**src/rtl/vball_gfx_rom_arb.sv**
```systemverilog
// vball_gfx_rom_arb
// Shares the single graphics ROM read port between the background tile
// fetcher and the sprite line-buffer renderer. One read is outstanding at a
// time; the winner gets its 16-bit plane pair back with a one-cycle ack.
// Background is preferred during active display and sprites during hblank.
// A per-engine skip counter stops either engine from being starved. A wait
// counter abandons reads the ROM never answers and raises a sticky error.

module vball_gfx_rom_arb #(
  parameter int unsigned TIMEOUT  = 63,
  parameter int unsigned MAX_SKIP = 3
) (
  input  logic        clk_sys,
  input  logic        reset,
  input  logic        hbl,
  input  logic        bg_req,
  input  logic [16:0] bg_addr,
  output logic [15:0] bg_data,
  output logic        bg_ack,
  input  logic        sp_req,
  input  logic [16:0] sp_addr,
  output logic [15:0] sp_data,
  output logic        sp_ack,
  output logic [16:0] rom_addr,
  output logic        rom_rd,
  input  logic [15:0] rom_data,
  input  logic        rom_valid,
  output logic        timeout_err
);

  localparam logic [7:0] TIMEOUT_C  = 8'(TIMEOUT);
  localparam logic [2:0] MAX_SKIP_C = 3'(MAX_SKIP);

  typedef enum logic [1:0] {
    ST_IDLE = 2'd0,
    ST_WAIT = 2'd1,
    ST_ACK  = 2'd2
  } state_e;

  // gnt: 1'b0 = background owns the current read, 1'b1 = sprite.
  state_e      state_q,       state_d;
  logic        gnt_q,         gnt_d;
  logic [16:0] rom_addr_q,    rom_addr_d;
  logic        rom_rd_q,      rom_rd_d;
  logic [15:0] bg_data_q,     bg_data_d;
  logic [15:0] sp_data_q,     sp_data_d;
  logic        bg_ack_q,      bg_ack_d;
  logic        sp_ack_q,      sp_ack_d;
  logic        timeout_err_q, timeout_err_d;
  logic [2:0]  bg_skip_q,     bg_skip_d;
  logic [2:0]  sp_skip_q,     sp_skip_d;
  logic [7:0]  wait_cnt_q,    wait_cnt_d;

  logic        win_sp_s;

  // Saturating increment for the lost-arbitration counters.
  function automatic logic [2:0] skip_inc(input logic [2:0] cnt);
    logic [2:0] res;
    if (cnt >= MAX_SKIP_C) begin
      res = MAX_SKIP_C;
    end else begin
      res = cnt + 3'd1;
    end
    return res;
  endfunction

  // Pick the winner of an IDLE arbitration: phase preference, overridden
  // when the non-preferred engine has already lost MAX_SKIP times in a row.
  always_comb begin
    if (bg_req && sp_req) begin
      if (hbl) begin
        win_sp_s = (bg_skip_q != MAX_SKIP_C);
      end else begin
        win_sp_s = (sp_skip_q == MAX_SKIP_C);
      end
    end else begin
      win_sp_s = sp_req;
    end
  end

  // Next-state and next-output computation for the IDLE/WAIT/ACK sequencer.
  always_comb begin
    state_d       = state_q;
    gnt_d         = gnt_q;
    rom_addr_d    = rom_addr_q;
    rom_rd_d      = 1'b0;
    bg_data_d     = bg_data_q;
    sp_data_d     = sp_data_q;
    bg_ack_d      = 1'b0;
    sp_ack_d      = 1'b0;
    timeout_err_d = timeout_err_q;
    bg_skip_d     = bg_skip_q;
    sp_skip_d     = sp_skip_q;
    wait_cnt_d    = wait_cnt_q;

    case (state_q)
      ST_IDLE: begin
        wait_cnt_d = 8'd0;
        if (bg_req || sp_req) begin
          gnt_d    = win_sp_s;
          rom_rd_d = 1'b1;
          state_d  = ST_WAIT;
          if (win_sp_s) begin
            rom_addr_d = sp_addr;
            sp_skip_d  = 3'd0;
            if (bg_req) begin
              bg_skip_d = skip_inc(bg_skip_q);
            end else begin
              bg_skip_d = bg_skip_q;
            end
          end else begin
            rom_addr_d = bg_addr;
            bg_skip_d  = 3'd0;
            if (sp_req) begin
              sp_skip_d = skip_inc(sp_skip_q);
            end else begin
              sp_skip_d = sp_skip_q;
            end
          end
        end else begin
          state_d = ST_IDLE;
        end
      end

      ST_WAIT: begin
        wait_cnt_d = wait_cnt_q + 8'd1;
        // rom_rd_q marks the strobe cycle; a valid there cannot belong to
        // this read, so it is ignored. Valid beats timeout on a tie.
        if (rom_valid && !rom_rd_q) begin
          state_d = ST_ACK;
          if (gnt_q) begin
            sp_data_d = rom_data;
            sp_ack_d  = 1'b1;
          end else begin
            bg_data_d = rom_data;
            bg_ack_d  = 1'b1;
          end
        end else if (wait_cnt_q == TIMEOUT_C) begin
          state_d       = ST_ACK;
          timeout_err_d = 1'b1;
          if (gnt_q) begin
            sp_data_d = 16'h0000;
            sp_ack_d  = 1'b1;
          end else begin
            bg_data_d = 16'h0000;
            bg_ack_d  = 1'b1;
          end
        end else begin
          state_d = ST_WAIT;
        end
      end

      ST_ACK: begin
        wait_cnt_d = 8'd0;
        state_d    = ST_IDLE;
      end

      default: begin
        wait_cnt_d = 8'd0;
        state_d    = ST_IDLE;
      end
    endcase
  end

  // State and output registers; reset abandons any outstanding read.
  always_ff @(posedge clk_sys or posedge reset) begin
    if (reset) begin
      state_q       <= ST_IDLE;
      gnt_q         <= 1'b0;
      rom_addr_q    <= 17'h00000;
      rom_rd_q      <= 1'b0;
      bg_data_q     <= 16'h0000;
      sp_data_q     <= 16'h0000;
      bg_ack_q      <= 1'b0;
      sp_ack_q      <= 1'b0;
      timeout_err_q <= 1'b0;
      bg_skip_q     <= 3'd0;
      sp_skip_q     <= 3'd0;
      wait_cnt_q    <= 8'd0;
    end else begin
      state_q       <= state_d;
      gnt_q         <= gnt_d;
      rom_addr_q    <= rom_addr_d;
      rom_rd_q      <= rom_rd_d;
      bg_data_q     <= bg_data_d;
      sp_data_q     <= sp_data_d;
      bg_ack_q      <= bg_ack_d;
      sp_ack_q      <= sp_ack_d;
      timeout_err_q <= timeout_err_d;
      bg_skip_q     <= bg_skip_d;
      sp_skip_q     <= sp_skip_d;
      wait_cnt_q    <= wait_cnt_d;
    end
  end

  assign rom_addr    = rom_addr_q;
  assign rom_rd      = rom_rd_q;
  assign bg_data     = bg_data_q;
  assign sp_data     = sp_data_q;
  assign bg_ack      = bg_ack_q;
  assign sp_ack      = sp_ack_q;
  assign timeout_err = timeout_err_q;

endmodule

```
**config.mk**
```make
export PLATFORM = sky130hd
export DESIGN_NAME = vball_gfx_rom_arb
export DESIGN_NICKNAME = d
export VERILOG_FILES = /design/src/rtl/vball_gfx_rom_arb.sv
export SDC_FILE = /design/constraint.sdc
export NUM_CORES = 1
export LEC_CHECK = 0
export CORE_ASPECT_RATIO = 1.25
export CORE_MARGIN = 2
export CORE_UTILIZATION = 52
export CTS_CLUSTER_SIZE = 10
export DETAILED_ROUTE_END_ITERATION = 10
export PLACE_DENSITY = 0.89
export SLEW_MARGIN = 10
export SYNTH_ARGS = -nofsm -noshare
export SYNTH_HDL_FRONTEND = slang
export SYNTH_SLANG_ARGS = --single-unit
```
**constraint.sdc**
```tcl
create_clock -name clk_sys -period 3.9 [get_ports clk_sys]
set_input_delay 0.585 -clock clk_sys [delete_from_list [all_inputs] [get_ports clk_sys]]
set_output_delay 0.585 -clock clk_sys [all_outputs]
set_load 0.005 [all_outputs]
```
Word-level counts from Yosys, hierarchy flattened
Index checks and enable logic that the tools add are counted.
{ "totals": {"regBits": 70, "in_bits": 56, "output_inout_bits": 53, "elab_cells": 72} }
{ "classes": {"add_sub_neg": 3, "n_lt_le_gt_ge": 2, "n_eq_ne": 9, "muxes": 32, "n_bitwise": 1, "n_reduce_logical": 13} }
{ "ops": {"columns": ["op", "n"], "rows": [
  ["16-bit two-way mux", 8],
  ["3-bit two-way mux", 6],
  ["17-bit two-way mux", 1],
  ["1-bit two-way mux", 13],
  ["2-bit inequality test, second input constant", 5],
  ["3-bit AND reduction", 3],
  ["8-bit by 1-bit adder with 8-bit output, second input constant", 1],
  ["8-bit by 6-bit == test with 1-bit output, second input constant", 1],
  ["8-bit two-way mux", 1],
  ["4-bit AND reduction", 2],
  ["3-bit by 1-bit adder with 3-bit output, second input constant", 2],
  ["3-bit by 2-bit greater-or-equal comparator with 1-bit output, second input constant", 2],
  ["2-bit two-way mux", 2],
  ["2-bit case mux with 2 select lines", 1],
  ["2-bit nonzero test", 2],
  ["3-bit by 2-bit == test with 1-bit output, second input constant", 1],
  ["3-bit by 2-bit inequality test with 1-bit output, second input constant", 1],
  ["2-bit by 1-bit == test with 1-bit output, second input constant", 1],
  ["1-bit logical AND", 2],
  ["2-bit zero test", 1],
  ["2-bit AND reduction", 1],
  ["1-bit zero test", 1],
  ["1-bit logical OR", 1],
  ["1-bit inverter", 1]
]} }

Logic depth before layout (Yosys ltp)
Gate-level depths: netlist (run 1).
{ "depth": {"ltp_word": 5, "mapped_depth": 7, "ltp_nobuf": 5} }

Worst setup path before layout (run 1)
No wires, ideal clock.
{ "synth_timing": {"path_kind": "flip-flop to flip-flop", "startpoint": "reg sp_skip_q[0]", "endpoint": "reg rom_addr_q[0] (netlist: rom_addr[0])", "arrival_ns": 1.572, "slack_ns": 2.194, "stages_incl_launch_ff": 8, "path_buffers": 2, "cell_sequence": "dfrtp_1 ha_1 ha_1 nor2b_1 buf_2 clkbuf_1 o311ai_0 a31oi_1"} }
{ "synth_between": {"elab_chain_cells": 4} }
{ "synth_lines": {"columns": ["item", "line", "source"], "rows": [
  ["start, declared", "51", "logic [2:0] sp_skip_q, sp_skip_d;"],
  ["start signal, assigned", "191", "sp_skip_q <= sp_skip_d;"],
  ["3-bit by 2-bit == test with 1-bit output", "74", "win_sp_s = (sp_skip_q == MAX_SKIP_C);"],
  ["1-bit two-way mux", "71", "if (hbl) begin"],
  ["1-bit two-way mux", "70", "if (bg_req && sp_req) begin"],
  ["17-bit two-way mux", "103", "if (win_sp_s) begin"],
  ["end signal, assigned", "183", "rom_addr_q <= rom_addr_d;"],
  ["end, declared", "43", "logic [16:0] rom_addr_q, rom_addr_d;"]
]} }
No other way between the ends.
A chain may end at the register's enable or synchronous reset.

Worst setup path in the final report (run 1)
{ "layout_timing": {"startpoint": "reg bg_skip_q[0]", "endpoint": "reg bg_skip_q[2]"} }
{ "layout_between": {"elab_chain_cells": 5, "word_cells_on_any_way": 10, "cone_classes": "1 x add/sub; 1 x order compare; 2 x eq/ne; 5 x mux; 1 x reduce/logical"} }
{ "layout_lines": {"columns": ["item", "line", "source"], "rows": [
  ["start, declared", "50", "logic [2:0] bg_skip_q, bg_skip_d;"],
  ["start signal, assigned", "190", "bg_skip_q <= bg_skip_d;"],
  ["3-bit by 2-bit inequality test with 1-bit output", "72", "win_sp_s = (bg_skip_q != MAX_SKIP_C);"],
  ["1-bit two-way mux", "71", null],
  ["1-bit two-way mux", "70", null],
  ["2-bit inequality test (no source line)", null, null],
  ["3-bit AND reduction (no source line)", null, null]
]} }
Parallel ways exist; a longest one is shown, timed or not. The select of a mux whose other input is x is not followed.

==> results of run 1 <==
-- cell usage after synthesis (all sizes together), types with 4 or more instances --
cell type and n:
a32oi 49, nand3 4, nand2b 4, nor2b 6, inv 38, a31oi 18
dfrtp 70, o21ai 35, nor2 9, clkbuf 11, buf 25, nand2 8
o311ai 17, and2 21, a21oi 20, ha 5, o31ai 5
-- kinds of logic after synthesis --
logic type,synth area share
AND/OR/NAND/NOR,0.0993
flip-flops,0.463
AO/OA/AOI/OAI,0.316
adder cells (fa/ha/maj),0.0166
XOR/XNOR,0.00695
buffers and inverters,0.0947
multiplexers,0.00298
-- stage by stage --
step	power, mW	util	hold slack, ns	cells	worst slack (ns)
floorplan	2.22	-	0.433	368	1.55
global placement	2.88	0.689	0.448	539	1.39
detailed placement	2.94	0.689	0.467	539	1.29
CTS	3.54	0.718	0.477	555	1.58
global route	3.77	0.718	0.488	555	1.36
finish	3.52	0.718	0.482	555	1.57
-- area by class of cell --
class | instances | area (sq um)
multi-input combinational | 223 | 1680
sequential | 70 | 1750
fill | 503 | 1980
tap | 90 | 113
timing repair buffer | 117 | 1150
clock inverter | 3 | 42.5
inverter | 39 | 146
clock buffer | 13 | 159
-- layout by cell type (no fill, tap or decap), drive strengths merged, types with 2 or more instances in the layout --
cell type | netlist | routed
o311ai | 17 | 17
inv | 38 | 38
o31ai | 5 | 5
buf | 25 | 9
clkdlybuf4s50 | 0 | 108
nand2 | 8 | 8
or3 | 3 | 3
nor2 | 9 | 9
xor2 | 2 | 2
o41ai | 3 | 3
nand3 | 4 | 4
o21ai | 35 | 35
a31oi | 18 | 18
clkinv | 1 | 2
ha | 5 | 5
dfrtp | 70 | 70
nor2b | 6 | 6
a32oi | 49 | 49
a211o | 2 | 2
clkbuf | 11 | 13
and2 | 21 | 21
a21oi | 20 | 20
or3b | 3 | 3
nand2b | 4 | 4
-- layer usage --
| metal | global-route usage | up-vias |
|---|---|---|
| li1 | - | 1568 |
| met1 | 0.296 | 1590 |
| met2 | 0.400 | 140 |
| met3 | 0.0454 | 20 |
| met4 | 0.0965 | 0 |
| met5 | 0 | - |
-- power breakdown --
part           internal [mW]  total [mW]  switching, mW  leakage [nW]
Clock                  0.330       0.583          0.253        0.0996
Sequential              1.03        1.29          0.260         0.777
Combinational          0.872        1.65          0.783          1.23
-- how the worst min path moves through the flow --
stage	from	endpoint	slack (ns)	cells after the start
2_1_floorplan	wait_cnt_q[0]	wait_cnt_q[0]	0.43	1
3_3_place_gp	wait_cnt_q[0]	wait_cnt_q[0]	0.45	1
3_5_place_dp	wait_cnt_q[0]	wait_cnt_q[0]	0.47	1
4_1_cts	wait_cnt_q[0]	wait_cnt_q[0]	0.48	1
5_1_grt	wait_cnt_q[0]	wait_cnt_q[0]	0.49	1
6_report	wait_cnt_q[0]	wait_cnt_q[0]	0.48	1
-- flip-flops by register name, indices dropped and copies added, names as in the netlist, 2 cells and up --
signal and count:
rom_addr 17, sp_skip_q 3, bg_skip_q 3, bg_data 16
sp_data 16, state_q 2, wait_cnt_q 8
==> reports/metrics.csv, run 1 <==
metric;value;unit
Final GP Congestion;0.901;
top cell type by total area after synthesis;dfrtp_1;
worst path bufs/invs;0;
RSZ-0062 raised after global routing;false;
post-CTS sizing;0;
worst setup path startpoint;bg_skip_q[0];
placed cell area;4840;sq um
final setup fails;0;
Post-DRT Antenna Nets;0;
maximum vdd ir drop;0.389;mV
Mapped Nets;429;
cells on worst reg2reg path;5;
DRT Pass-1 Iters;4;
area grow syn2layout;33.3;%
global route total overflow;0;
Hold Path Class;reg -> reg;
r2r setup slk;1.57;ns
Site Rows;34;
Critical Path RT;4.14;ns
CTS HTree Levels;3;
clk_lat worst skew;0.34;ns
met3 routed WL;602;um
total track usage;0.237;
global-route wire length before repair;14.8;mm
CTS tree;yes;
WS Path Type;reg -> reg;
fin nets;521;
clk buf depth;2;
critical-path cell list;ha_1 > ha_1 > nor2b_1 > o31ai_1 > o41ai_2;
buffers added on ports;108;
vias;3318;
fin area;5040;sq um
max_slew headroom;0.227;
largest net degree at the start of global routing;49;
chip height;99.3;um
most used cell, CP;ha_1;
CP Capture Type;register;
top area cells in the synthesized netlist;dfrtp_1, a32oi_1, o21ai_2;
Initial Util;0.539;
async set or reset register ratio after synthesis;1.00;
Peak Freq;429;MHz
slew of the pin with the lowest slew margin;1.16;ns
Pwr per Cell Area;700;nW/um^2
post-synth top area share;0.463;
met1 wire length;3.90;mm
Max stage delay on crit path;0.79;ns
dominant synthesized flop cell;dfrtp_1;
Critical Path Sink;bg_skip_q[2];
leakage;2.10;nW
Mapped Area;3780;sq um
Post-CTS Setup Bufs;0;
clock-pin slew on the worst setup and hold paths;0.07;ns
Clock Sinks;70;
Routed WL;9.19;mm
flops & latches, synth;70;
reg2reg start;bg_skip_q[0];
Slowest-stage cell, CP;nor2b_1;
r2r endpoint;bg_skip_q[2];
die width;80.3;um
die area;7970;sq um
status;completed;
Avg Cell Area, Syn;10.3;sq um
HPWL after DPL;6.65;mm
met2 WL;4.50;mm
CTS Buf Count;9;
number of flops mapped to enable cells by yosys;0;
boundary pin count;109;
Final Slew Violations;0;
Tmin final;2.33;ns
setup tns final;0;ns
Crit path depth;5;
iteration-0 DRC count of the detailed router;242;
final hold violation count;0;
delay-heaviest family, CP;simple AND/OR/NAND/NOR gates;
skew final;0.00788;ns
# hold bufs at CTS;0;
CP max FO;18;
antenna violations before repair;0;
Final period util;0.597;
Ys Warns;0;
Netlist cell types;47;
layout cells sized above 1;0.127;
core area;7020;sq um
vias per inst;5.98;
root buffer cell;clkbuf_8;
startpoint types;register;
top routing layer used;met4;
Post-Syn Instances;368;
Critical Path AT;2.57;ns
n_diodes;0;
Max-Cap Viols;0;
vias in the first global route;3274;
register area share after synthesis;0.463;
# DRC;0;
Avg WL per Cell;16.6;um
Note: power is estimated with default switching activity, not from simulation.
==> inputs of run 2 (changes only) <==
Settings changed: CORE_UTILIZATION 52 to 43, PLACE_DENSITY 0.89 to 0.79.
Clock period 3.9 ns to 1.9 ns, I/O delays scaled along.
==> run 2 against run 1 <==
  * Critical path type unchanged
  * Via count up 0.75%
  * First-iteration DRC count decreased by 9.1%
  * Routed wire length grew 4.6%
  * Largest power group unchanged
  * Setup slack got worse by 1.4 ns
  * Critical endpoint is now rom_addr[2]
==> reports/metrics.csv, run 2 (synthesized netlist as in run 1, its figures left out) <==
metric;value;unit;change
max FFs per register;17;;unchanged
Critical Path RT;2.12;ns;-2.02 ns
placed cell area;4980;sq um;+3.0%
Critical Path AT;2.00;ns;-0.57 ns
final setup fails;0;;unchanged
Final period util;0.933;;+0.336
vias per inst;5.63;;-5.9%
HPWL after DPL;6.73;mm;+1.2%
vias;3343;;+0.75%
net switching power;2.72;mW;+110%
skew final;0.00808;ns;+0.000206 ns
boundary pin count;109;;unchanged
most frequent cells in the layout;clkdlybuf4s50_1, dfrtp_1, a32oi_1;;
Routed WL;9.61;mm;+4.6%
WS Path Type;reg -> reg;;
CTS HTree Levels;3;;unchanged
final worst setup slack;0.127;ns;-1.44 ns
Peak Freq;564;MHz;+31%
most used cell, CP;ha_1;;
core area;8610;sq um;+23%
antenna violations before repair;0;;unchanged
clk_lat worst skew;0.34;ns;about the same
fin nets;530;;+1.7%
largest net degree at the start of global routing;37;;-24%
CTS Buf Count;9;;unchanged
Final GP Congestion;0.812;;-9.8%
Final Slew Violations;0;;unchanged
layout cells sized above 1;0.148;;+0.0208
Clock Sinks;70;;unchanged
Post-Place Setup Slack;0.0934;ns;-1.20 ns
chip height;109;um;+9.6%
die width;87.9;um;+9.5%
global route total overflow;0;;unchanged
Design Power;7.45;mW;+110%
die area;9560;sq um;+20%
RSZ-0062 raised after global routing;false;;
total track usage;0.210;;-0.0266
Placed Instances;578;;+7.2%
root buffer cell;clkbuf_8;;
Post-DRT Antenna Nets;0;;unchanged
Pwr per Cell Area;1430;nW/um^2;+100%
# DRC;0;;unchanged
fin area;5210;sq um;+3.4%
leakage;2.17;nW;+3.1%
max_slew headroom;0.557;;+0.330
Post-CTS Setup Bufs;0;;unchanged
area grow syn2layout;37.8;%;
worst setup path startpoint;sp_skip_q[0];;
Avg WL per Cell;16.2;um;-2.3%
Comb pwr share;0.470;;about the same
CP max FO;16;;-2
Finished Layout Cells;594;;+7.0%
# fillers;737;;+47%
Site Rows;38;;+12%
n_diodes;0;;unchanged
Sw Ratio;0.364;;-0.00339
Clk pwr share;0.181;;+0.016
global-route wire length before repair;16.0;mm;+7.5%
critical-path cell list;ha_1 > ha_1 > nor2b_1 > buf_4 > o311ai_0 > a31oi_1;;
slew of the pin with the lowest slew margin;0.665;ns;-0.493 ns
CP Capture Type;register;;
Max stage delay on crit path;0.42;ns;-0.37 ns
most common cell after layout, fill and taps aside;clkdlybuf4s50_1;;
status;completed;;
setup tns final;0;ns;unchanged
iteration-0 DRC count of the detailed router;220;;-9.1%
Slowest-stage cell, CP;dfrtp_1;;
DRT Pass-1 Iters;5;;+1
clk buf depth;2;;unchanged
buffers added on ports;108;;unchanged
startpoint types;register;;
reg2reg start;sp_skip_q[0];;
vias in the first global route;3297;;+0.70%
Tmin final;1.77;ns;-0.556 ns
final hold violation count;0;;unchanged
CTS tree;yes;;
Max-Cap Viols;0;;unchanged
maximum vdd ir drop;0.568;mV;+46%
Reg power frac;0.349;;-0.016
Hold Path Class;in -> async;;
clock-pin slew on the worst setup and hold paths;0.08;ns;about the same
Initial Util;0.439;;-0.0993
P_int;4.74;mW;+110%
[run 2: cell count changes in the layout (fill, tap and decap cells not counted), moves of 2 or more]
cell,before,now
clkinvlp_4,1,3
buf_12,0,3
o311ai_1,2,9
o311ai_0,15,8
clkbuf_1,2,0
buf_4,9,14
[run 2: final timing paths]
path / to / slack (ns) / cells after the start
setup / recovery: rom_addr[2] / 0.13 / 6
hold / removal: sp_data[10] / 0.36 / 3
setup reg to reg: rom_addr[2] / 0.13 / 6
hold reg to reg: wait_cnt_q[0] / 0.48 / 1
max in group asynchronous: wait_cnt_q[5] / 1.35 / 3
min in group clk_sys: wait_cnt_q[0] / 0.48 / 1
[run 2: power by group through the flow]
| stage | Combinational (mW) | Sequential (mW) | Clock, mW |
|---|---|---|---|
| floorplan | 1.98 | 2.57 | 0 |
| global placement | 3.42 | 2.59 | 0 |
| detailed placement | 3.52 | 2.61 | 0 |
| CTS | 3.53 | 2.60 | 1.37 |
| global route | 3.88 | 2.69 | 1.43 |
| finish | 3.51 | 2.60 | 1.35 |
[run 2: metrics by stage]
step / hold WS (ns) / utilization
floorplan: 0.433 / -
global placement: 0.453 / 0.579
detailed placement: 0.466 / 0.579
CTS: 0.353 / 0.605
global route: 0.365 / 0.605
finish: 0.361 / 0.605
[run 2: routing by layer]
layer  GRT usage  vias up  part of all wire
li1            -     1592                 -
met1       0.282     1611              0.43
met2       0.335      128              0.49
met5           0        -                 0
met3      0.0500       12             0.065
met4      0.0659        0             0.011
[run 2: what timing repair did]
item | in CTS | in global routing
hold endpoints to repair | 0 | 0
gates resized for setup | 0 | 8
hold buffers | 0 | 0
endpoints found under the setup margin | 0 | 5
[run 2: area by class of cell]
class | instances | area [sq um] | area share
tap | 120 | 150 | 0.0288
inverter | 39 | 150 | 0.0288
timing repair buffer | 126 | 1260 | 0.241
sequential | 70 | 1750 | 0.336
multi-input combinational | 223 | 1680 | 0.322
clock buffer | 10 | 138 | 0.0264
clock inverter | 6 | 85.1 | 0.0163
[run 2: worst max-delay path: cells and delay by family, from the launching register on]
kind	cells	cell delay [ns]
AOI/OAI and AO/OA	2	0.44
adders and majority gates	2	0.43
buffers and inverters	1	0.20
DFF	1	0.42
and+or+nand+nor	1	0.16
